### src/rtl/seq_arb_4in_requester.sv
// seq_arb_4in_requester: per-client pending counters driving arbiter reqs, grant checking, round-robin priority feedback
module seq_arb_4in_requester #(
    parameter int CNT_WIDTH = 3,
    parameter bit RR_EN     = 1'b1
) (
    input  logic       clk,
    input  logic       reset,
    input  logic [3:0] push,
    output logic [3:0] push_rdy,
    output logic [3:0] reqs,
    input  logic [3:0] grants,
    output logic       set_priority_en,
    output logic [3:0] set_priority,
    output logic       idle,
    output logic [7:0] grant_total,
    output logic       err
);
    localparam logic [CNT_WIDTH-1:0] MAX = '1;
    logic [CNT_WIDTH-1:0] cnt [4];
    logic onehot, valid, bad;
    assign onehot = (grants != 4'd0) && ((grants & (grants - 4'd1)) == 4'd0);
    assign valid  = onehot && ((grants & reqs) != 4'd0);
    assign bad    = (grants != 4'd0) && !valid;
    assign idle   = reqs == 4'd0;
    for (genvar i = 0; i < 4; i++) begin : g_port
        logic inc, dec;
        assign reqs[i]     = cnt[i] != '0;
        assign push_rdy[i] = cnt[i] != MAX;
        assign inc = push[i] && push_rdy[i];
        assign dec = valid && grants[i];
        always_ff @(posedge clk) begin
            if (reset)
                cnt[i] <= '0;
            else if (inc && !dec)
                cnt[i] <= cnt[i] + CNT_WIDTH'(1);
            else if (dec && !inc)
                cnt[i] <= cnt[i] - CNT_WIDTH'(1);
        end
    end
    // next priority is the port just past the winner, wrapping 3 -> 0
    always_ff @(posedge clk) begin
        if (reset) begin
            set_priority_en <= 1'b0;
            set_priority    <= 4'b0001;
            grant_total     <= 8'd0;
            err             <= 1'b0;
        end else begin
            set_priority_en <= RR_EN && valid;
            if (RR_EN && valid)
                set_priority <= {grants[2:0], grants[3]};
            grant_total <= grant_total + {7'd0, valid};
            err         <= err || bad;
        end
    end
endmodule
### config.mk
export PLATFORM = sky130hd
export DESIGN_NAME = seq_arb_4in_requester
export DESIGN_NICKNAME = d
export VERILOG_FILES = /design/src/rtl/seq_arb_4in_requester.sv
export SDC_FILE = /design/constraint.sdc
export NUM_CORES = 1
export LEC_CHECK = 0
export CAP_MARGIN = 0
export CORE_UTILIZATION = 55
export CTS_CLUSTER_SIZE = 24
export DETAILED_ROUTE_END_ITERATION = 16
export DONT_BUFFER_PORTS = 1
export PLACE_DENSITY = 0.78
export SLEW_MARGIN = 20
export SYNTH_ARGS = -nofsm -noshare
export SYNTH_HDL_FRONTEND = slang
export SYNTH_SLANG_ARGS = --single-unit
### constraint.sdc
create_clock -name clk -period 3.1 [get_ports clk]
set_input_delay 0.31 -clock clk [delete_from_list [all_inputs] [get_ports clk]]
set_output_delay 0.31 -clock clk [all_outputs]
set_load 0.01 [all_outputs]
[After elaboration in Yosys (flattened, before gate mapping)]
Memories as Yosys holds them, arrays and structs flattened.
Cells that the tools add are included.
Operators by class
  add/subtract/negate cells: 10
  eq/ne operators: 4
  muxes and demuxes: 38
  bitwise operators: 10
  reduce and logical (&&, ||, !) cells: 37
Operator list (count)
  $mux W1: 30
  $mux W3: 8
  $logic_and A1 B1 Y1: 19
  $add A3 B1 Y3 const B: 4
  $ne A3 B3 Y1 const B: 4
  $reduce_bool A3 Y1: 4
  $sub A3 B1 Y3 const B: 4
  $logic_not A1 Y1: 9
  $add A8 B1 Y8: 1
  $and A4 B4 Y4: 2
  $logic_not A4 Y1: 2
  $or A1 B1 Y1: 8
  $reduce_bool A4 Y1: 2
  $sub A4 B1 Y4 const B: 1
  $logic_or A1 B1 Y1: 1
Storage, ports and cells
  bits in registers: 14
  bits in writable memories: 12
  input port bits: 10
  output and inout bits: 23
  word-level logic and storage cells: 104
  memories: 1
Memories
  cnt: depth 4, width 3, rd ports 4, clocked after Yosys merged registers in 0, write ports 4, RTL line 19  | logic [CNT_WIDTH-1:0] cnt [4];

[Logic depth before layout (Yosys ltp)]
Gate-level depths: netlist of the first run.
  depth after elaboration: 13
  depth in mapped cells: 14
  mapped depth without buffers: 12

[Worst setup path before layout of the first run]
Ideal clock, no wire load.
  path kind: flip-flop to flip-flop
  from: memory cnt[1][0]
  to: memory cnt[2][2] (data pin)
  library setup time: 0.261 ns
  arrival: 2.096 ns
  required time: 2.839 ns
  setup slack: 0.744 ns
  stages on the path, launching flop included: 14
  path buffers: 1
  period minus slack after synthesis: 2.356 ns
  cells stage by stage: edfxtp_1 inv_1 ha_1 or2b_4 a22oi_4 buf_6 a21o_1 inv_2 nand4_1 fa_1 xnor2_1 nor2_1 nand4_1 o21ai_0
RTL lines (RTL line)
  start: declaration: 19

==> results.py, run 1 <==
metrics = {
    "outcome": {
        "status": "complete, but fails checks",
        "violations": "DRC",
    },
    "critical_path": {
        "path_class": "flop to flop",
        "worstPathMaxFanout": 12,
        "crit_required_ps": 3200,
        "cp-start-kind": "flop",
        "crit_path_frequent_cell": "nand4_1",
        "endpoint_kind": "flop",
        "worst-path-buf-inv": 2,
        "arrival_ps": 2640,
        "critical_path.top_delay_family": "adder cells",
        "path_cells": "inv_1 > ha_1 > nand2b_2 > a22oi_4 > a21o_1 > inv_2 > nand4_1 > fa_1 > xnor2_1 > nor2_1 > nand4_1 > o21ai_0",
        "critical-path-slowest-cell": "edfxtp_1",
        "max_stage_delay_ps": 410,
    },
    "floorplan": {
        "die_h_um": 57.95,
        "ioPinCount": 33,
        "initial_core_util": 0.6035,
        "core-area_mm2": 0.002853,
        "core.rowCount": 19,
        "fp.dieArea_mm2": 0.003358,
        "die_x_um": 57.95,
    },
    "clock_tree": {
        "insertion_delay_ps": 320,
        "cts_hold_buffers": 0,
        "htreeDepth": 1,
        "clk_path_buf_depth": 2,
        "cts_root_buf": "clkbuf_4",
        "cts_tree": "yes",
        "cts_inserted_buffers": 3,
        "path_clk_slew_ps": 150,
        "cts_resized": 0,
        "postCtsSetupBuffers": 0,
        "clock_sinks": 26,
    },
    "synth": {
        "yosysTopAreaCell": "edfxtp_1",
        "syn-num-nets": 198,
        "syn_area_mm2": 0.001722,
        "synth_edf_count": 12,
        "yosysWarnings": 0,
        "postSynth.asyncResetShare": 0,
        "synthTopCellsByArea": "edfxtp_1, dfxtp_1, ha_1, nand3_1, xnor2_1",
        "synth.distinct_cells": 50,
        "syn_inst": 173,
        "syn_area_per_cell_um2": 9.952,
        "ys_seq_elements": 26,
        "yosysSeqAreaShare": 0.3721,
        "ys_dominant_reg_cell": "dfxtp_1",
        "synth_top_area_frac": 0.2093,
    },
    "route": {
        "drc": 2,
        "via_per_inst": 6.261,
        "antenna_left": 0,
        "drt_wl_total_um": 3200,
        "wl_per_cell_um": 16.08,
        "firstDrtPassIters": 10,
        "dr_total_vias": 1246,
        "drt_iter0_drc": 46,
    },
    "power_and_ir_drop": {
        "power.density_mw_per_mm2": 458.6,
        "p_leak_uw": 0.0006720,
        "vdd_drop_max_v": 0.0002879,
    },
    "place": {
        "dp_hpwl_um": 2493,
        "portBuffers": 0,
        "gp_congestion": 0.8211,
        "placed_cells": 195,
    },
    "layout": {
        "multi_input_area_um2": 967.2,
        "register_area_um2": 640.6,
        "nNetsFinal": 194,
        "fin_cells": 199,
        "fill_cells": 252,
        "syn2layout_area_growth_pct": 1.526,
        "antenna_cells": 0,
        "drive_above_1_share": 0.1012,
    },
    "sta": {
        "hold_violations": 0,
        "min_period_ps": 2540,
        "tns_ps": 0,
        "rsz0062_at_grt": "no",
        "setup_viol": 0,
        "worstMarginPinSlew_ps": 594.0,
        "drv_slew": 0,
        "finalCritPeriodShare": 0.8194,
        "fin_skew_ps": 9.781,
        "slew_headroom": 0.6003,
        "max_freq_mhz": 393.7,
    },
    "flow_run": {
        "cap_viol_max_count": 0,
    },
    "global_routing": {
        "grt_first_pass_wirelength_um": 5457,
        "grt_pass1_vias": 1240,
        "grt_antenna_before_repair": 0,
        "grt_usage": 0.2097,
        "grt_max_degree": 25,
        "grt_overflow": 0,
    },
    "min_path": {
        "hold_path.class": "primary input to flop",
    },
}
-- flip-flops by register name (all words and copies together) (netlist names) --
signal and flops:
set_priority_en 1, cnt 12, err 1, grant_total 8, set_priority 4
-- cell usage in the layout (no fill, tap or decap), types with 2 or more instances in the layout --
cell type  count
a221o_1        2
nand2_1        5
edfxtp_1      12
inv_1         12
o21ai_0        6
a21oi_1        8
xnor2_1        7
nand4_1        2
nor2_1        13
and2_1         2
nor2b_1        6
o211ai_1       2
nand3_1       13
clkbuf_4       3
ha_1          14
a211oi_1       2
nor3_1         2
or4_1          2
dfxtp_1       14
and3_1         2
or3_1          7
xor2_1         6
-- per-stage QoR --
step	hold slack, ps	worst slack (ps)	utilization	power, uW	instance area [um^2]
3_3_place_gp	385.4	689.4	0.5943	566.2	1695
5_1_grt	11.81	371.7	0.6127	844.7	1748
4_1_cts	29.15	559.9	0.6127	808.2	1748
2_1_floorplan	381.6	743.7	-	566.4	1722
6_report	43.02	560.0	0.6127	801.6	1748
3_5_place_dp	387.0	562.3	0.5943	576.1	1695
-- synthesized netlist by cell type, drive strengths merged, types with 2 or more instances --
cell and n:
nand4 2, clkbuf 3, edfxtp 12, a22oi 2, and2 2, a221oi 2, buf 6, nor2 14
dfxtp 14, xor2 6, o211ai 2, nor2b 6, inv 13, a221o 2, o21ai 6, and3 2
nor4b 2, nand3 13, nor3 3, or3 7, a211oi 3, ha 14, nand2 6, nand3b 2
nand2b 2, or4 2, a21oi 8, xnor2 7
-- worst paths after layout --
| check | slack [ps] | end | from | depth (start not counted) |
|---|---|---|---|---|
| setup reg to reg | 560 | cnt[2][2] | cnt[3][0] | 12 |
| hold reg to reg | 580 | err | err | 2 |
| hold / removal | 40 | grant_total[4] | reset | 1 |
| setup / recovery | 560 | cnt[2][2] | cnt[3][0] | 12 |
-- logic make-up (layout without fill, tap and decap cells) --
family,after synthesis,in the layout,share of synthesized area
AND/OR/NAND/NOR,68,68,0.2413
AO/OA/AOI/OAI,29,29,0.1410
flip-flops,26,26,0.3721
buffers and inverters,22,17,0.06612
adder cells (fa/ha/maj),15,15,0.1134
XOR/XNOR,13,13,0.06613
-- worst reg2reg max path, delay by kind of cell, from the launching register on --
kind,cells,cell delay [ps]
adder cells (fa/ha/maj),2,620
AND/OR/NAND/NOR,4,500
AO/OA/AOI/OAI,3,470
flip-flops,1,410
XOR/XNOR,1,200
buffers and inverters,2,130
-- layout make-up --
class / count / share of cell area
Multi-Input combinational cell: 125 / 0.5533
Sequential cell: 26 / 0.3665
Inverter: 13 / 0.02792
Tap cell: 31 / 0.02219
Clock inverter: 1 / 0.01718
Clock buffer: 3 / 0.01288
-- metal layers --
layer / up-vias / track usage / part of all wire
met5: - / 0 / 0
met4: 0 / 0.07143 / 0.0066
met3: 2 / 0.03571 / 0.052
met2: 34 / 0.3662 / 0.51
met1: 600 / 0.2618 / 0.43
li1: 610 / - / -
-- where the power goes --
part | leakage, uW | internal, uW | switching [uW]
registers | 0.000246 | 386 | 21.3
clock network | 0.0000279 | 131 | 102
logic | 0.000398 | 65.1 | 96.6
Note: power is estimated with default switching activity, not from simulation.
==> run 2, diff against run 1 <==
--- a/config.mk
+++ b/config.mk
@@ -5,6 +5,7 @@
 export SDC_FILE = /design/constraint.sdc
 export NUM_CORES = 1
 export LEC_CHECK = 0
+export ABC_AREA = 1
 export CAP_MARGIN = 0
 export CORE_UTILIZATION = 55
 export CTS_CLUSTER_SIZE = 24
==> constraint.sdc (replaced) <==
create_clock -name clk -period 2.6 [get_ports clk]
set_input_delay 0.26 -clock clk [delete_from_list [all_inputs] [get_ports clk]]
set_output_delay 0.26 -clock clk [all_outputs]
set_load 0.01 [all_outputs]
==> run 2 against run 1 <==
  * The flow now finishes without violations
  * Die area is 7.8% lower
  * Sequential share of layout area is 1.9 points higher
  * Utilization decreased by 0.45 points
  * Clock skew decreased by 5.0 ps
  * Global-route usage grew 1.5 points
  * Via count increased by 2.4%
  * Hold slack improved by 11 ps
  * Clock power shrank 27%
  * Critical path depth shrank 1
==> results.py, run 2 <==
metrics = {
    "synth": {
        "yosysMostFrequentCell": "nand2_1",
        "synth_top_family_by_area": "simple AND/OR/NAND/NOR gates",
        "yosysTopAreaCell": "edfxtp_1",
        "postSynth.asyncResetShare": 0,
        "ys_seq_elements": 26,
        "synthTopCellsByArea": "edfxtp_1, dfxtp_1, ha_1, nand2_1, inv_1",
        "synthMuxAreaShare": 0,
        "syn_area_mm2": 0.001583,
        "ys_top_cells_by_count": "nand2_1, inv_1, nand3_1",
        "synth.distinct_cells": 25,
        "synth_xor_area_frac": 0.03320,
        "ys_dominant_reg_cell": "dfxtp_1",
        "synth_compound_area_frac": 0.04743,
        "syn-num-nets": 220,
        "syn_area_per_cell_um2": 8.117,
        "yosysWarnings": 0,
        "synth_edf_count": 12,
        "synth_top_area_frac": 0.2277,
        "syn_inst": 195,
        "synth-simple-area-share": 0.2957,
        "synth_fa_ha_area_frac": 0.1233,
        "yosysSeqAreaShare": 0.4047,
    },
    "critical_path": {
        "arrival_ps": 2500,
        "r2r_end": "cnt[2][2]",
        "r2r_slack_ps": 200,
        "max_stage_delay_ps": 430,
        "cp-start-kind": "flop",
        "endpoint_kind": "flop",
        "worstPathMaxFanout": 6,
        "path_class": "flop to flop",
        "path_cells": "inv_1 > ha_1 > nand2_1 > nand2_1 > nand4_4 > nand4_1 > fa_1 > xor2_1 > nand2_1 > nand2_1 > inv_1",
        "critical-path-slowest-cell": "fa_1",
        "reg2reg_depth": 11,
        "crit_path_frequent_cell": "nand2_1",
        "crit_required_ps": 2690,
        "reg2reg_from": "cnt[3][0]",
        "critical_path.top_delay_family": "simple AND/OR/NAND/NOR gates",
        "worst-path-buf-inv": 2,
    },
    "sta": {
        "fin_skew_ps": 4.747,
        "max_freq_mhz": 416.0,
        "slew_headroom": 0.6439,
        "hold_violations": 0,
        "finalCritPeriodShare": 0.9245,
        "worstMarginPinSlew_ps": 529.3,
        "rsz0062_at_grt": "no",
        "tns_ps": 0,
        "min_period_ps": 2404,
        "setup_viol": 0,
        "whs_ps": 54.19,
        "drv_slew": 0,
        "fin_ws_ps": 196.2,
    },
    "power_and_ir_drop": {
        "vdd_drop_max_v": 0.0003678,
        "finalPower_uw": 884.0,
        "power.density_mw_per_mm2": 531.6,
        "p_leak_uw": 0.0007787,
    },
    "layout": {
        "fin_cells": 231,
        "nNetsFinal": 226,
        "fill_cells": 244,
        "final_common_cell": "nand2_1",
        "largest_reg_flops": 12,
        "drive_above_1_share": 0.06000,
        "top_regs": "cnt (12), grant_total (8), set_priority (4)",
        "final_cell_mix": "nand2_1, inv_1, nand3_1",
        "antenna_cells": 0,
        "largest-register": "cnt",
        "register_area_um2": 640.6,
        "multi_input_area_um2": 790.8,
        "syn2layout_area_growth_pct": 5.059,
    },
    "floorplan": {
        "initial_core_util": 0.5789,
        "ioPinCount": 33,
        "core.rowCount": 19,
        "die_h_um": 55.65,
        "die_x_um": 55.65,
        "fp.dieArea_mm2": 0.003096,
        "core-area_mm2": 0.002734,
    },
    "route": {
        "firstDrtPassIters": 4,
        "drt_iter0_drc": 36,
        "via_per_inst": 5.524,
        "drc": 0,
        "met2_length_um": 1751,
        "highest_layer": "met4",
        "dr_total_vias": 1276,
        "drt_wl_total_um": 3298,
        "wl_per_cell_um": 14.28,
        "wl_met3_um": 194,
        "antenna_left": 0,
        "drt-met1-wl_um": 1331,
    },
    "outcome": {
        "status": "finished, final reports clean",
    },
    "clock_tree": {
        "clk_path_buf_depth": 2,
        "clock_sinks": 26,
        "cts_root_buf": "clkbuf_4",
        "insertion_delay_ps": 310,
        "cts_tree": "yes",
        "cts_resized": 0,
        "cts_inserted_buffers": 3,
        "htreeDepth": 1,
        "path_clk_slew_ps": 140,
    },
    "place": {
        "placed_cells": 224,
        "portBuffers": 0,
        "place_ws_ps": 164.4,
        "dp_hpwl_um": 2603,
        "gp_congestion": 0.8220,
    },
    "global_routing": {
        "grt_usage": 0.2249,
        "grt_overflow": 0,
        "grt_max_degree": 19,
        "grt_first_pass_wirelength_um": 5506,
        "grt_antenna_before_repair": 0,
        "grt_pass1_vias": 1270,
    },
    "flow_run": {
        "cap_viol_max_count": 0,
    },
    "min_path": {
        "hold_depth": 1,
        "min-delay-start": "reset",
        "min_to": "set_priority_en",
        "hold_path.class": "primary input to flop",
    },
}
-- run 2: cell types whose count changed in the layout (fill, tap and decap cells not counted), sizes merged, moves of 3 or more --
cell,previous run,this run
a211oi,3,0
a21oi,8,11
inv,13,34
nand2,6,42
nand3,13,21
nand4,2,11
nor2,14,19
nor2b,6,0
or3,7,0
xnor2,7,2
-- run 2: power breakdown --
part / total (uW) / switching (uW) / leakage (uW) / internal [uW]
combinational: 215 / 144 / 0.000519 / 71.1
sequential: 500 / 30.1 / 0.000244 / 470
clock: 170 / 114 / 0.0000154 / 56.0
-- run 2: kinds of logic (layout without fill, tap and decap cells) --
family | Yosys count | in the layout
XOR/XNOR | 6 | 6
buffers and inverters | 38 | 43
AO/OA/AOI/OAI | 15 | 15
flip-flops | 26 | 26
AND/OR/NAND/NOR | 95 | 95
adder cells (fa/ha/maj) | 15 | 15
-- run 2: what timing repair did --
action / 4_1_cts / 5_1_grt
endpoints found under the hold margin: 5 / 3
hold buffers: 1 / 1
setup endpoints to repair: 0 / 1
buffers inserted: 0 / 1
-- run 2: worst max-delay path by stage --
stage,slack [ps],start,cells after the start,to
after floorplan,470,cnt[1][0],12,cnt[2][2]
after global placement,320,cnt[3][0],12,cnt[2][2]
after detailed placement,160,cnt[3][0],11,cnt[2][2]
after CTS,160,cnt[3][0],11,cnt[2][2]
after global routing,20,cnt[3][0],11,cnt[2][2]
final,200,cnt[3][0],11,cnt[2][2]
-- run 2: cell type report --
class / count / area share
inverters: 35 / 0.07901
clock buffers: 3 / 0.01354
well taps: 31 / 0.02333
clock inverters: 1 / 0.002257
multi-input cells: 131 / 0.4755
flip-flops and latches: 26 / 0.3853
repair buffers: 4 / 0.02107
-- run 2: metal layers --
layer / global-route usage / vias to the layer above
met4: 0.06786 / 0
met1: 0.2599 / 585
li1: - / 645
met2: 0.4148 / 42
met3: 0.04651 / 4
met5: 0 / -
-- run 2: stage by stage --
stage	utilization	area (um^2)
2_1_floorplan	-	1583
3_3_place_gp	0.5886	1609
3_5_place_dp	0.5886	1609
4_1_cts	0.6018	1645
5_1_grt	0.6082	1663
6_report	0.6082	1663
==> run 3, diff against run 2 <==
--- a/config.mk
+++ b/config.mk
@@ -5,7 +5,6 @@
 export SDC_FILE = /design/constraint.sdc
 export NUM_CORES = 1
 export LEC_CHECK = 0
-export ABC_AREA = 1
 export CAP_MARGIN = 0
 export CORE_UTILIZATION = 55
 export CTS_CLUSTER_SIZE = 24
==> run 3 against run 2 <==
  * The flow now finishes with violations (DRC)
  * Wire length grew 2.5%
  * Setup slack lost 24 ps
  * Cell area grew 8.0%
  * Global-route usage shrank 0.52 points
  * Clock power grew 65%
  * Die area grew 8.5%
  * Via count shrank 0.71%
  * Utilization grew 2.1 points
  * Critical endpoint unchanged
==> results.py, run 3 (synthesized netlist as in run 1, its figures left out) <==
metrics = {
    "power_and_ir_drop": {
        "p_leak_uw": 0.0007028,
        "vdd_drop_max_v": 0.0003302,
        "power.density_mw_per_mm2": 547.6,
    },
    "layout": {
        "final_cell_mix": "ha_1, dfxtp_1, nor2_1, nand3_1",
        "nNetsFinal": 199,
        "top_regs": "cnt (12), grant_total (8), set_priority (4)",
        "antenna_cells": 0,
        "fin_cells": 204,
        "fill_cells": 246,
        "largest_reg_flops": 12,
        "largest-register": "cnt",
        "stdcell_area_mm2": 0.001795,
        "drive_above_1_share": 0.1272,
        "syn2layout_area_growth_pct": 4.288,
    },
    "route": {
        "drt_iter0_drc": 46,
        "dr_total_vias": 1267,
        "drc": 2,
        "antenna_left": 0,
        "drt_wl_total_um": 3380,
        "via_per_inst": 6.211,
        "firstDrtPassIters": 10,
        "wl_per_cell_um": 16.57,
    },
    "place": {
        "portBuffers": 0,
        "placed_area_mm2": 0.001718,
        "gp_congestion": 0.8506,
        "dp_hpwl_um": 2532,
        "placed_cells": 198,
    },
    "clock_tree": {
        "clk_path_buf_depth": 2,
        "htreeDepth": 1,
        "cts_root_buf": "clkbuf_4",
        "clock_sinks": 26,
        "cts_tree": "yes",
        "path_clk_slew_ps": 140,
        "insertion_delay_ps": 330,
        "cts_inserted_buffers": 3,
    },
    "floorplan": {
        "fp.dieArea_mm2": 0.003358,
        "ioPinCount": 33,
        "core-area_mm2": 0.002853,
        "die_x_um": 57.95,
        "initial_core_util": 0.6035,
        "die_h_um": 57.95,
        "core.rowCount": 19,
    },
    "global_routing": {
        "grt_antenna_before_repair": 0,
        "grt_first_pass_wirelength_um": 5637,
        "grt_pass1_vias": 1217,
        "met3_usage": 0.05357,
        "grt_usage": 0.2198,
        "top_usage_layer": "met2",
        "grt_overflow": 0,
        "grtUsageMet2": 0.3498,
        "grt_max_degree": 17,
        "met1_usage": 0.2863,
    },
    "sta": {
        "fin_skew_ps": 3.247,
        "tns_ps": 0,
        "drv_slew": 0,
        "slew_headroom": 0.6008,
        "max_freq_mhz": 412.0,
        "finalCritPeriodShare": 0.9336,
        "worstMarginPinSlew_ps": 593.3,
        "min_period_ps": 2427,
        "setup_viol": 0,
        "rsz0062_at_grt": "no",
        "hold_violations": 0,
    },
    "outcome": {
        "violations": "DRC",
        "status": "complete, but fails checks",
    },
    "critical_path": {
        "crit_required_ps": 2700,
        "worstPathMaxFanout": 12,
        "path_class": "flop to flop",
        "endpoint_kind": "flop",
        "cp-start-kind": "flop",
        "arrival_ps": 2520,
    },
    "min_path": {
        "hold_path.class": "primary input to flop",
    },
    "flow_run": {
        "cap_viol_max_count": 0,
    },
}
[run 3: cell count changes in the layout (fill, tap and decap cells not counted), sizes merged, moves of 3 or more]
| cell | before | now |
|---|---|---|
| or3 | 0 | 7 |
| a211oi | 0 | 3 |
| nand4 | 11 | 2 |
| nor2 | 19 | 14 |
| nand2 | 42 | 6 |
| a21oi | 11 | 8 |
| nor2b | 0 | 6 |
| nand3 | 21 | 13 |
| xnor2 | 2 | 7 |
| inv | 34 | 13 |
[run 3: worst paths after layout]
kind         slack (ps)       from              end  depth (start not counted)
max reg2reg         170  cnt[1][0]        cnt[2][2]                         12
max                 170  cnt[1][0]        cnt[2][2]                         12
min reg2reg         580        err              err                          2
min                  50      reset  set_priority[0]                          1
[run 3: per-layer routing]
layer | part of all wire | vias up
met4 | 0.017 | 0
met2 | 0.48 | 40
li1 | - | 624
met1 | 0.44 | 595
met5 | 0 | -
met3 | 0.062 | 8
[run 3: per-stage QoR]
step / worst slack (ps) / hold slack, ps / total power [uW] / util
floorplan: 243.7 / 331.6 / 675.4 / -
global placement: 229.3 / 335.0 / 687.7 / 0.6022
detailed placement: 114.4 / 336.4 / 701.8 / 0.6022
CTS: 100.6 / 39.00 / 983.6 / 0.6241
global route: 46.02 / 43.89 / 1033 / 0.6294
finish: 172.7 / 47.04 / 983.1 / 0.6294
[run 3: layout make-up]
cell class / instances / area, um^2 / share of cell area
flip-flops and latches: 26 / 640.6 / 0.3568
inverters: 13 / 48.80 / 0.02718
multi-input cells: 125 / 974.7 / 0.5429
well taps: 31 / 38.79 / 0.02160
clock buffers: 3 / 22.52 / 0.01254
repair buffers: 5 / 40.04 / 0.02230
clock inverters: 1 / 30.03 / 0.01672
[run 3: power breakdown]
| group | switching [uW] | internal, uW | total [uW] |
|---|---|---|---|
| Sequential | 25.8 | 460 | 486 |
| Clock | 125 | 156 | 281 |
| Combinational | 125 | 91.1 | 216 |
[run 3: critical path, cell delays in order, from the launching register on]
cell and delay, ps:
edfxtp_1 380, inv_1 70, ha_1 180, or2b_4 270, a22oi_4 110, a21o_1 210
inv_2 60, nand4_1 110, fa_1 430, xnor2_2 160, nor2_1 60, nand4_1 70
o21ai_0 80
[run 3: timing repair]
action | in CTS | in global routing
hold endpoints to repair | 9 | 0
hold buffers | 1 | 0
setup endpoints to repair | 0 | 1
buffers inserted | 0 | 1
gates resized for setup | 0 | 1
